===== src/rtl/ev22_decode_stage.sv =====
// EV22 instruction decode stage: registered opcode decode with a valid/ready
// output, K-prefix pairing, call-depth tracking and illegal-opcode flagging.
module ev22_decode_stage #(
  parameter int RW       = 5,
  parameter int DEPTH    = 8,
  parameter int W_SEL    = 2**RW+2,
  parameter int NONE_SEL = 2**RW+3
) (
  input  logic          clk,
  input  logic          reset,
  input  logic          in_valid,
  output logic          in_ready,
  input  logic [7:0]    opcode,
  input  logic [RW-1:0] ri,
  input  logic [RW-1:0] rj,
  output logic          out_valid,
  input  logic          out_ready,
  output logic [3:0]    alu_c,
  output logic [1:0]    sh,
  output logic          k_mux,
  output logic          mr,
  output logic          mw,
  output logic [RW-1:0] sel_a,
  output logic [RW:0]   sel_b,
  output logic [RW:0]   sel_c,
  output logic [6:0]    itype,
  output logic          k_full,
  output logic          illegal,
  output logic [7:0]    call_depth,
  output logic          stack_err
);

  localparam logic [RW:0] SW   = (RW+1)'(W_SEL);
  localparam logic [RW:0] SN   = (RW+1)'(NONE_SEL);
  localparam logic [7:0]  DMAX = 8'(DEPTH);

  typedef struct packed {
    logic [3:0]    alu_c;
    logic [1:0]    sh;
    logic          k_mux;
    logic          mr;
    logic          mw;
    logic [RW-1:0] sel_a;
    logic [RW:0]   sel_b;
    logic [RW:0]   sel_c;
    logic [6:0]    itype;
    logic          k_full;
    logic          illegal;
  } ctl_t;

  typedef enum logic {IDLE, PEND} pst_t;

  pst_t  st;
  ctl_t  d;
  ctl_t  q;
  logic  acc;
  logic  [RW:0] ri_x;

  logic m_jmp, m_jzn, m_jcy, m_momw, m_momr;
  logic m_adw, m_bsr, m_movrr, m_movrw;
  logic m_mokl, m_mokw, m_ank, m_ork, m_adk;
  logic m_movwr, m_anr, m_orr, m_adr;
  logic m_cpl, m_clc, m_sec, m_ret;

  assign in_ready = !out_valid | out_ready;
  assign acc      = in_valid & in_ready;
  assign ri_x     = {1'b0, ri};

  assign m_jmp   = opcode[7:3] == 5'b00100;
  assign m_jzn   = (opcode[7:3] == 5'b00101) |
                   (opcode[7:3] == 5'b00110);
  assign m_jcy   = opcode[7:3] == 5'b00111;
  assign m_momw  = opcode[7:2] == 6'b000100;
  assign m_momr  = opcode[7:2] == 6'b000101;
  assign m_adw   = opcode[7:2] == 6'b000110;
  assign m_bsr   = opcode[7:2] == 6'b000111;
  assign m_movrr = opcode[7:2] == 6'b000010;
  assign m_movrw = opcode[7:2] == 6'b000011;
  assign m_mokl  = opcode == 8'h04;
  assign m_mokw  = opcode == 8'h44;
  assign m_ank   = opcode == 8'h45;
  assign m_ork   = opcode == 8'h46;
  assign m_adk   = opcode == 8'h47;
  assign m_movwr = opcode == 8'h02;
  assign m_anr   = opcode == 8'h42;
  assign m_orr   = opcode == 8'h03;
  assign m_adr   = opcode == 8'h43;
  assign m_cpl   = opcode == 8'h00;
  assign m_clc   = opcode == 8'h40;
  assign m_sec   = opcode == 8'h01;
  assign m_ret   = opcode == 8'h41;

  always_comb begin
    d       = '0;
    d.sel_a = rj;
    d.sel_c = SN;
    unique case (1'b1)
      m_jmp: d.itype = 7'b1000000;
      m_jzn: d.itype = 7'b1000001;
      m_jcy: d.itype = 7'b1010000;
      m_momw: begin
        d.mw    = 1'b1;
        d.itype = 7'b0000001;
      end
      m_momr: begin
        d.mr    = 1'b1;
        d.itype = 7'b0000010;
      end
      m_adw: begin
        d.alu_c = 4'b0101;
        d.sel_b = SW;
        d.sel_c = ri_x;
        d.itype = 7'b0111101;
      end
      m_bsr: begin
        d.mr    = 1'b1;
        d.itype = 7'b1000000;
      end
      m_movrr: begin
        d.sel_b = SW;
        d.sel_c = ri_x;
        d.itype = 7'b0001100;
      end
      m_movrw: begin
        d.alu_c = 4'b0001;
        d.sel_b = SW;
        d.sel_c = ri_x;
        d.itype = 7'b0001001;
      end
      m_mokl: begin
        d.k_mux = 1'b1;
        d.itype = 7'b0000010;
      end
      m_mokw: begin
        d.k_mux = 1'b1;
        d.sel_c = SW;
        d.itype = 7'b0000010;
      end
      m_ank, m_ork: begin
        d.alu_c = m_ank ? 4'b0111 : 4'b0110;
        d.k_mux = 1'b1;
        d.sel_b = SW;
        d.sel_c = SW;
        d.itype = 7'b0000011;
      end
      m_adk: begin
        d.alu_c = 4'b0101;
        d.k_mux = 1'b1;
        d.sel_b = SW;
        d.sel_c = SW;
        d.itype = 7'b0110011;
      end
      m_movwr: begin
        d.sel_c = SW;
        d.itype = 7'b0000110;
      end
      m_anr, m_orr: begin
        d.alu_c = m_anr ? 4'b0111 : 4'b0110;
        d.sel_b = SW;
        d.sel_c = SW;
        d.itype = 7'b0000111;
      end
      m_adr: begin
        d.alu_c = 4'b0101;
        d.sel_b = SW;
        d.sel_c = SW;
        d.itype = 7'b0110111;
      end
      m_cpl: begin
        d.alu_c = 4'b0011;
        d.sel_b = SW;
        d.sel_c = SW;
        d.itype = 7'b0000011;
      end
      m_clc: begin
        d.alu_c = 4'b1011;
        d.itype = 7'b0100000;
      end
      m_sec: begin
        d.alu_c = 4'b1100;
        d.itype = 7'b0100000;
      end
      m_ret: d.itype = 7'b1000000;
      default: begin
        d.illegal = 1'b1;
        d.sel_a   = '0;
      end
    endcase
    // K-group opcodes pair with a MOK #K_LSB accepted just before them
    d.k_full = (st == PEND) && (opcode[7:2] == 6'b010001);
  end

  always_ff @(posedge clk or posedge reset) begin
    if (reset) begin
      q          <= '0;
      q.sel_c    <= SN;
      out_valid  <= 1'b0;
      st         <= IDLE;
      call_depth <= '0;
      stack_err  <= 1'b0;
    end else if (acc) begin
      q         <= d;
      out_valid <= 1'b1;
      st        <= m_mokl ? PEND : IDLE;
      if (m_bsr) begin
        if (call_depth < DMAX) call_depth <= call_depth + 8'd1;
        else stack_err <= 1'b1;
      end
      if (m_ret) begin
        if (call_depth != 8'd0) call_depth <= call_depth - 8'd1;
        else stack_err <= 1'b1;
      end
    end else if (out_ready) begin
      out_valid <= 1'b0;
    end
  end

  assign alu_c   = q.alu_c;
  assign sh      = q.sh;
  assign k_mux   = q.k_mux;
  assign mr      = q.mr;
  assign mw      = q.mw;
  assign sel_a   = q.sel_a;
  assign sel_b   = q.sel_b;
  assign sel_c   = q.sel_c;
  assign itype   = q.itype;
  assign k_full  = q.k_full;
  assign illegal = q.illegal;

endmodule


===== config.mk =====
export PLATFORM = sky130hd
export DESIGN_NAME = ev22_decode_stage
export DESIGN_NICKNAME = d
export VERILOG_FILES = /design/src/rtl/ev22_decode_stage.sv
export SDC_FILE = /design/constraint.sdc
export NUM_CORES = 1
export LEC_CHECK = 0
export ABC_CLOCK_PERIOD_IN_PS = 4730
export BUFFER_PORTS_ARGS = -buffer_cell sky130_fd_sc_hd__buf_2
export CORE_UTILIZATION = 40
export CTS_CLUSTER_DIAMETER = 120
export DETAILED_ROUTE_END_ITERATION = 16
export PLACE_DENSITY = 0.69
export SETUP_SLACK_MARGIN = 0.1
export SLEW_MARGIN = 5
export SYNTH_ARGS = -nofsm -noshare
export SYNTH_HDL_FRONTEND = slang
export SYNTH_SLANG_ARGS = --single-unit

===== constraint.sdc =====
create_clock -name clk -period 4.73 [get_ports clk]
set_input_delay 0.473 -clock clk [delete_from_list [all_inputs] [get_ports clk]]
set_output_delay 0.473 -clock clk [all_outputs]
set_load 0.02 [all_outputs]

Word-level counts from Yosys, hierarchy flattened
Cells that the tools add are included.
{"block": "op_classes", "n_reduce_logical": 18, "muxes": 22, "bitwise_logic": 3, "n_eq_ne": 23, "n_lt_le_gt_ge": 1, "addsub": 2}
{"cell": "case mux 7 bit (14 select lines)", "count": 1}
{"cell": "equality test 8 x 7 -> 1 bit, second input constant", "count": 8}
{"cell": "two-way mux 8 bit", "count": 4}
{"cell": "case mux 4 bit (7 select lines)", "count": 1}
{"cell": "equality test 6 x 3 -> 1 bit, second input constant", "count": 4}
{"cell": "OR reduction 22 bit", "count": 1}
{"cell": "equality test 5 x 3 -> 1 bit, second input constant", "count": 4}
{"cell": "equality test 8 x 2 -> 1 bit, second input constant", "count": 2}
{"cell": "OR reduction 3 bit", "count": 5}
{"cell": "two-way mux 1 bit", "count": 13}
{"cell": "equality test 6 x 2 -> 1 bit, second input constant", "count": 2}
{"cell": "case mux 6 bit (2 select lines)", "count": 1}
{"cell": "OR reduction 10 bit", "count": 1}
{"cell": "OR reduction 9 bit", "count": 1}
{"cell": "adder 8 x 1 -> 8 bit, second input constant", "count": 1}
{"cell": "equality test 8 x 1 -> 1 bit, second input constant", "count": 1}
{"cell": "equality test 8 x 3 -> 1 bit, second input constant", "count": 1}
{"cell": "zero test 8 bit", "count": 1}
{"cell": "less-than comparator 8 x 4 -> 1 bit, second input constant", "count": 1}
{"cell": "nonzero test 8 bit", "count": 1}
{"cell": "OR reduction 2 bit", "count": 4}
{"cell": "subtractor 8 x 1 -> 8 bit, second input constant", "count": 1}
{"cell": "equality test 6 x 5 -> 1 bit, second input constant", "count": 1}
{"cell": "two-way mux 6 bit", "count": 1}
{"cell": "other kinds (7)", "count": 8}
{"block": "word_totals", "word_cells": 83, "ff_bits": 44}

Logic depth before layout (Yosys ltp)
{"block": "logic_depth", "ltp_word": 5, "depth_mapped": 7, "mapped_depth_nobuf": 6}

Least setup slack after synthesis
OpenSTA, ideal clock, no wires.
{"block": "synth_path", "kind": "input -> register", "start": "in opcode[3]", "end": "reg call_depth[6]", "arrival_time_ns": 1.788, "cell_stages": 6, "path_buffers": 1, "slack_ns": 2.863, "required_time_ns": 4.650, "cell_sequence": "buf_4 -> nor4_4 -> nand4_2 -> a41o_1 -> nor3_2 -> xor2_1"}
{"block": "synth_via", "elab_chain_len": 4, "word_cells_on_any_way": 5, "cone_classes": "eq/ne (2); mux (3)"}
{"element": "start, declared", "line_no": "13", "source": "input logic [7:0] opcode,"}
{"element": "equality test 6 x 3 -> 1 bit", "line_no": "76", "source": "assign m_bsr = opcode[7:2] == 6'b000111;"}
{"element": "two-way mux 8 bit", "line_no": "205", "source": "if (m_bsr) begin"}
{"element": "two-way mux 8 bit", "line_no": "210", "source": "if (call_depth != 8'd0) call_depth <= call_depth - 8'd1;"}
{"element": "two-way mux 8 bit (*)", "line_no": "209", "source": "if (m_ret) begin"}
{"element": "end signal, assigned", "line_no": "206", "source": "if (call_depth < DMAX) call_depth <= call_depth + 8'd1;"}
{"element": "end signal, assigned", "line_no": "210"}
{"element": "end, declared", "line_no": "29", "source": "output logic [7:0] call_depth,"}
Mark *: on every way between the ends. The rest lies on a longest branch, timed or not.
A chain may end at the register's enable or synchronous reset.

Worst setup path in the final report
{"block": "layout_path", "start": "reg out_valid", "end": "reg call_depth[2]"}
{"block": "layout_via", "elab_chain_len": 3}
{"element": "start, declared", "line_no": "16", "source": "output logic out_valid,"}
{"element": "start signal, assigned", "line_no": "197", "source": "out_valid <= 1'b0;"}
{"element": "start signal, assigned", "line_no": "203", "source": "out_valid <= 1'b1;"}
{"element": "start signal, assigned", "line_no": "214", "source": "out_valid <= 1'b0;"}
{"element": "zero test 1 bit", "line_no": "65", "source": "assign in_ready = !out_valid | out_ready;"}
{"element": "OR 1 bit", "line_no": "65"}
{"element": "bitwise AND 1 bit", "line_no": "66", "source": "assign acc = in_valid & in_ready;"}
Every way passes these cells.

==> impl_metrics.py <==
metrics = {
    "clocking": {
        "cts_hold_buf": 0,
        "clk_latency_ns": 0.30,
        "cts.sinks": 39,
        "post_cts_buffers": 0,
        "ctsRootBufferMaster": "clkbuf_8",
        "cts.path.max_buffers": 2,
        "cts_tree": "yes",
        "cts_resized": 0,
        "htreeDepth": 2,
        "cts_buffers": 5,
        "clk_pin_slew_ns": 0.08,
    },
    "worst_hold_path": {
        "hold_class": "input pin to asynchronous set/reset pin",
    },
    "global_route": {
        "track_usage_pct": 18.96,
        "grt_max_degree": 40,
        "grt_pass1_vias": 1729,
        "grt.overflow.total": 0,
        "antenna_found_initial": 0,
        "grt_pass1_wl_mm": 8.728,
    },
    "placement": {
        "hpwl_mm": 3.631,
        "place_area_mm2": 0.002499,
        "dp_slack_ns": 2.265,
        "place_congestion": 0.8212,
        "port_buffers": 61,
        "dp_cells": 358,
    },
    "setup_path": {
        "setup.worst_path.class": "flip-flop to flip-flop",
        "cp-end-kind": "flip-flop",
        "path_cells": "nand2b_1, nand2_1, buf_4, nor3_1, a32oi_1, mux2_2",
        "reg2reg_depth": 6,
        "r2r_start": "out_valid",
        "cp_top_family": "simple AND/OR/NAND/NOR gates",
        "reg2reg_setup_slack_ns": 2.46,
        "timing.critical_path.buf_inv": 1,
        "cp_data_required_time_ns": 4.92,
        "worstPathMaxFanout": 23,
        "worstPathArrival_ns": 2.46,
        "critPathSlowestCell": "nand2_1",
        "crit_start": "out_valid",
        "start_kind": "flip-flop",
        "rr_endpoint": "call_depth[2]",
        "cp_slowest_stage_delay_ns": 0.41,
    },
    "route": {
        "top_layer": "met4",
        "dr_wl_met2_mm": 2.294,
        "vias_per_cell": 5.175,
        "firstDrtPassIters": 4,
        "ant_nets": 0,
        "drt_first_iter_violations": 123,
        "met3_length_um": 289,
        "wl_per_cell_um": 13.92,
        "met1_length_mm": 2.454,
        "vias": 1894,
        "drc_errors": 0,
        "drt_wl_total_mm": 5.094,
    },
    "final_layout": {
        "nets": 320,
        "utilization_pct": 49.64,
        "final_cell_count_no_fill": 366,
        "final_cell_area_mm2": 0.002584,
        "syn_to_final_growth_pct": 18.00,
        "n_antenna_cell": 0,
        "drive_gt1_share_pct": 28.38,
    },
    "sta": {
        "skew_ns": 0.008878,
        "fin_crit_sh_pct": 47.95,
        "setup_viol": 0,
        "finalCriticalPeriod_ns": 2.268,
        "finalHoldViolations": 0,
        "tightest_slew_ns": 0.6338,
        "relSlewSlack_pct": 57.64,
        "rsz0062_at_grt": "no",
        "fin_setup_tns_ns": 0,
        "fmax_mhz": 440.9,
        "slew_violations": 0,
        "setup_ws_ns": 2.462,
    },
    "floorplanning": {
        "die_width_um": 75.99,
        "io_pins": 68,
        "initial_core_util_pct": 42.07,
        "die_area_mm2": 0.005774,
        "dieHeight_um": 75.99,
        "rows": 26,
        "coreArea_mm2": 0.005205,
    },
    "outcome": {
        "outcome": "completed",
    },
    "logic_synthesis": {
        "synth_seq_cells": 39,
        "synthArstFlopShare_pct": 100.0,
        "avgSynthCellArea_um2": 9.048,
        "yosys.cell_types.count": 53,
        "synth_ff_type": "dfrtp_1",
        "synth_edf_count": 0,
        "syn_inst": 242,
        "yosysWarnings": 0,
        "ys_top_cells_by_area": "dfrtp_1, nand2_1, nor2_1, o21ai_0, dfstp_2",
        "synth_seq_area_share_pct": 44.74,
        "synth_area_leader_cell": "dfrtp_1",
        "synthTopCellsByCount": "dfrtp_1, nand2_1, nor2_1, o21ai_0, a21oi_1",
        "synth_top_area_share_pct": 41.14,
        "synth_area_mm2": 0.002190,
    },
    "power_and_ir_drop": {
        "p_clk_share_pct": 29.0,
        "p_seq_share_pct": 48.2,
        "swShare_pct": 32.77,
        "ir_drop_uv": 170.1,
        "power_frac_comb_pct": 22.8,
        "p_leak_nw": 1.274,
        "powerDensity_mw_per_mm2": 296.4,
        "intPower_w": 0.0005148,
        "p_switching_w": 0.0002510,
    },
    "flow_run": {
        "drv_cap": 0,
    },
}
-- power by group through the flow --
| stage | clock (W) | combinational (W) | sequential (W) |
|---|---|---|---|
| floorplan | 0 | 0.000103 | 0.000399 |
| global placement | 0 | 0.000172 | 0.000375 |
| detailed placement | 0 | 0.000175 | 0.000375 |
| CTS | 0.000232 | 0.000175 | 0.000369 |
| global route | 0.000248 | 0.000194 | 0.000373 |
| finish | 0.000222 | 0.000174 | 0.000369 |
-- state kept, by name, indices dropped and copies added, names as in the netlist --
| register | cells |
|---|---|
| sel_c | 6 |
| mw | 1 |
| out_valid | 1 |
| sel_a | 5 |
| k_mux | 1 |
| alu_c | 4 |
| stack_err | 1 |
| mr | 1 |
| k_full | 1 |
| itype | 7 |
| call_depth | 8 |
| sel_b | 1 |
| illegal | 1 |
| st | 1 |
-- routing by layer --
metal | track usage (%) | vias to the layer above
met2 | 28.18 | 59
met3 | 5.749 | 5
met5 | 0 | -
met4 | 6.346 | 0
li1 | - | 950
met1 | 26.33 | 880
-- how the worst max path moves through the flow --
stage	end	slack (ns)	cells after the start
after floorplan	call_depth[6]	2.86	6
after global placement	call_depth[2]	2.39	7
after detailed placement	call_depth[2]	2.26	7
after CTS	call_depth[2]	2.46	6
after global routing	call_depth[2]	2.21	6
final	call_depth[2]	2.46	6
-- cell usage in the layout, fill, tap and decap left out, drive strengths merged, types with 3 or more instances in the layout --
master,n
o21ai,16
nor4,3
dfstp,3
a31oi,4
inv,5
nand3,4
nor2,30
a22o,4
nand4,3
nor3,8
a21o,3
a21oi,14
conb,6
nand2,36
dfrtp,36
nand2b,6
ha,3
or4,3
buf,63
clkbuf,6
o31ai,4
-- cell type report --
type	count	area [um2]
Tap cell	70	87.58
Clock inverter	2	12.51
Fill cell	510	2621
Inverter	5	18.77
Sequential cell	39	979.7
Multi-Input combinational cell	181	1092
Clock buffer	6	72.57
Timing Repair Buffer	63	320.3
-- worst reg2reg max path, delay by kind of cell, from the launching register on --
| kind | cells | cell delay (ns) |
|---|---|---|
| AND/OR/NAND/NOR | 3 | 0.99 |
| buffers and inverters | 1 | 0.39 |
| flip-flops | 1 | 0.38 |
| multiplexers | 1 | 0.30 |
| AO/OA/AOI/OAI | 1 | 0.10 |
-- logic make-up after synthesis --
logic type,after synthesis,synth area share (%)
AOI/OAI and AO/OA,62,19.49
xor gates and xnor gates,4,1.600
adders and majority gates,3,1.714
buffers and inverters,27,6.229
DFF,39,44.74
muxes,4,1.943
other,1,0.1713
and+or+nand+nor,102,24.11
-- stage by stage --
stage                     total power, W  hold WS, ns
after global placement         0.0005474       0.4603
after detailed placement       0.0005501       0.4672
after CTS                      0.0007763       0.2997
after floorplan                0.0005020       0.4489
after global routing           0.0008139       0.3219
final                          0.0007658       0.2826
Power figures use the tool's default switching activity.
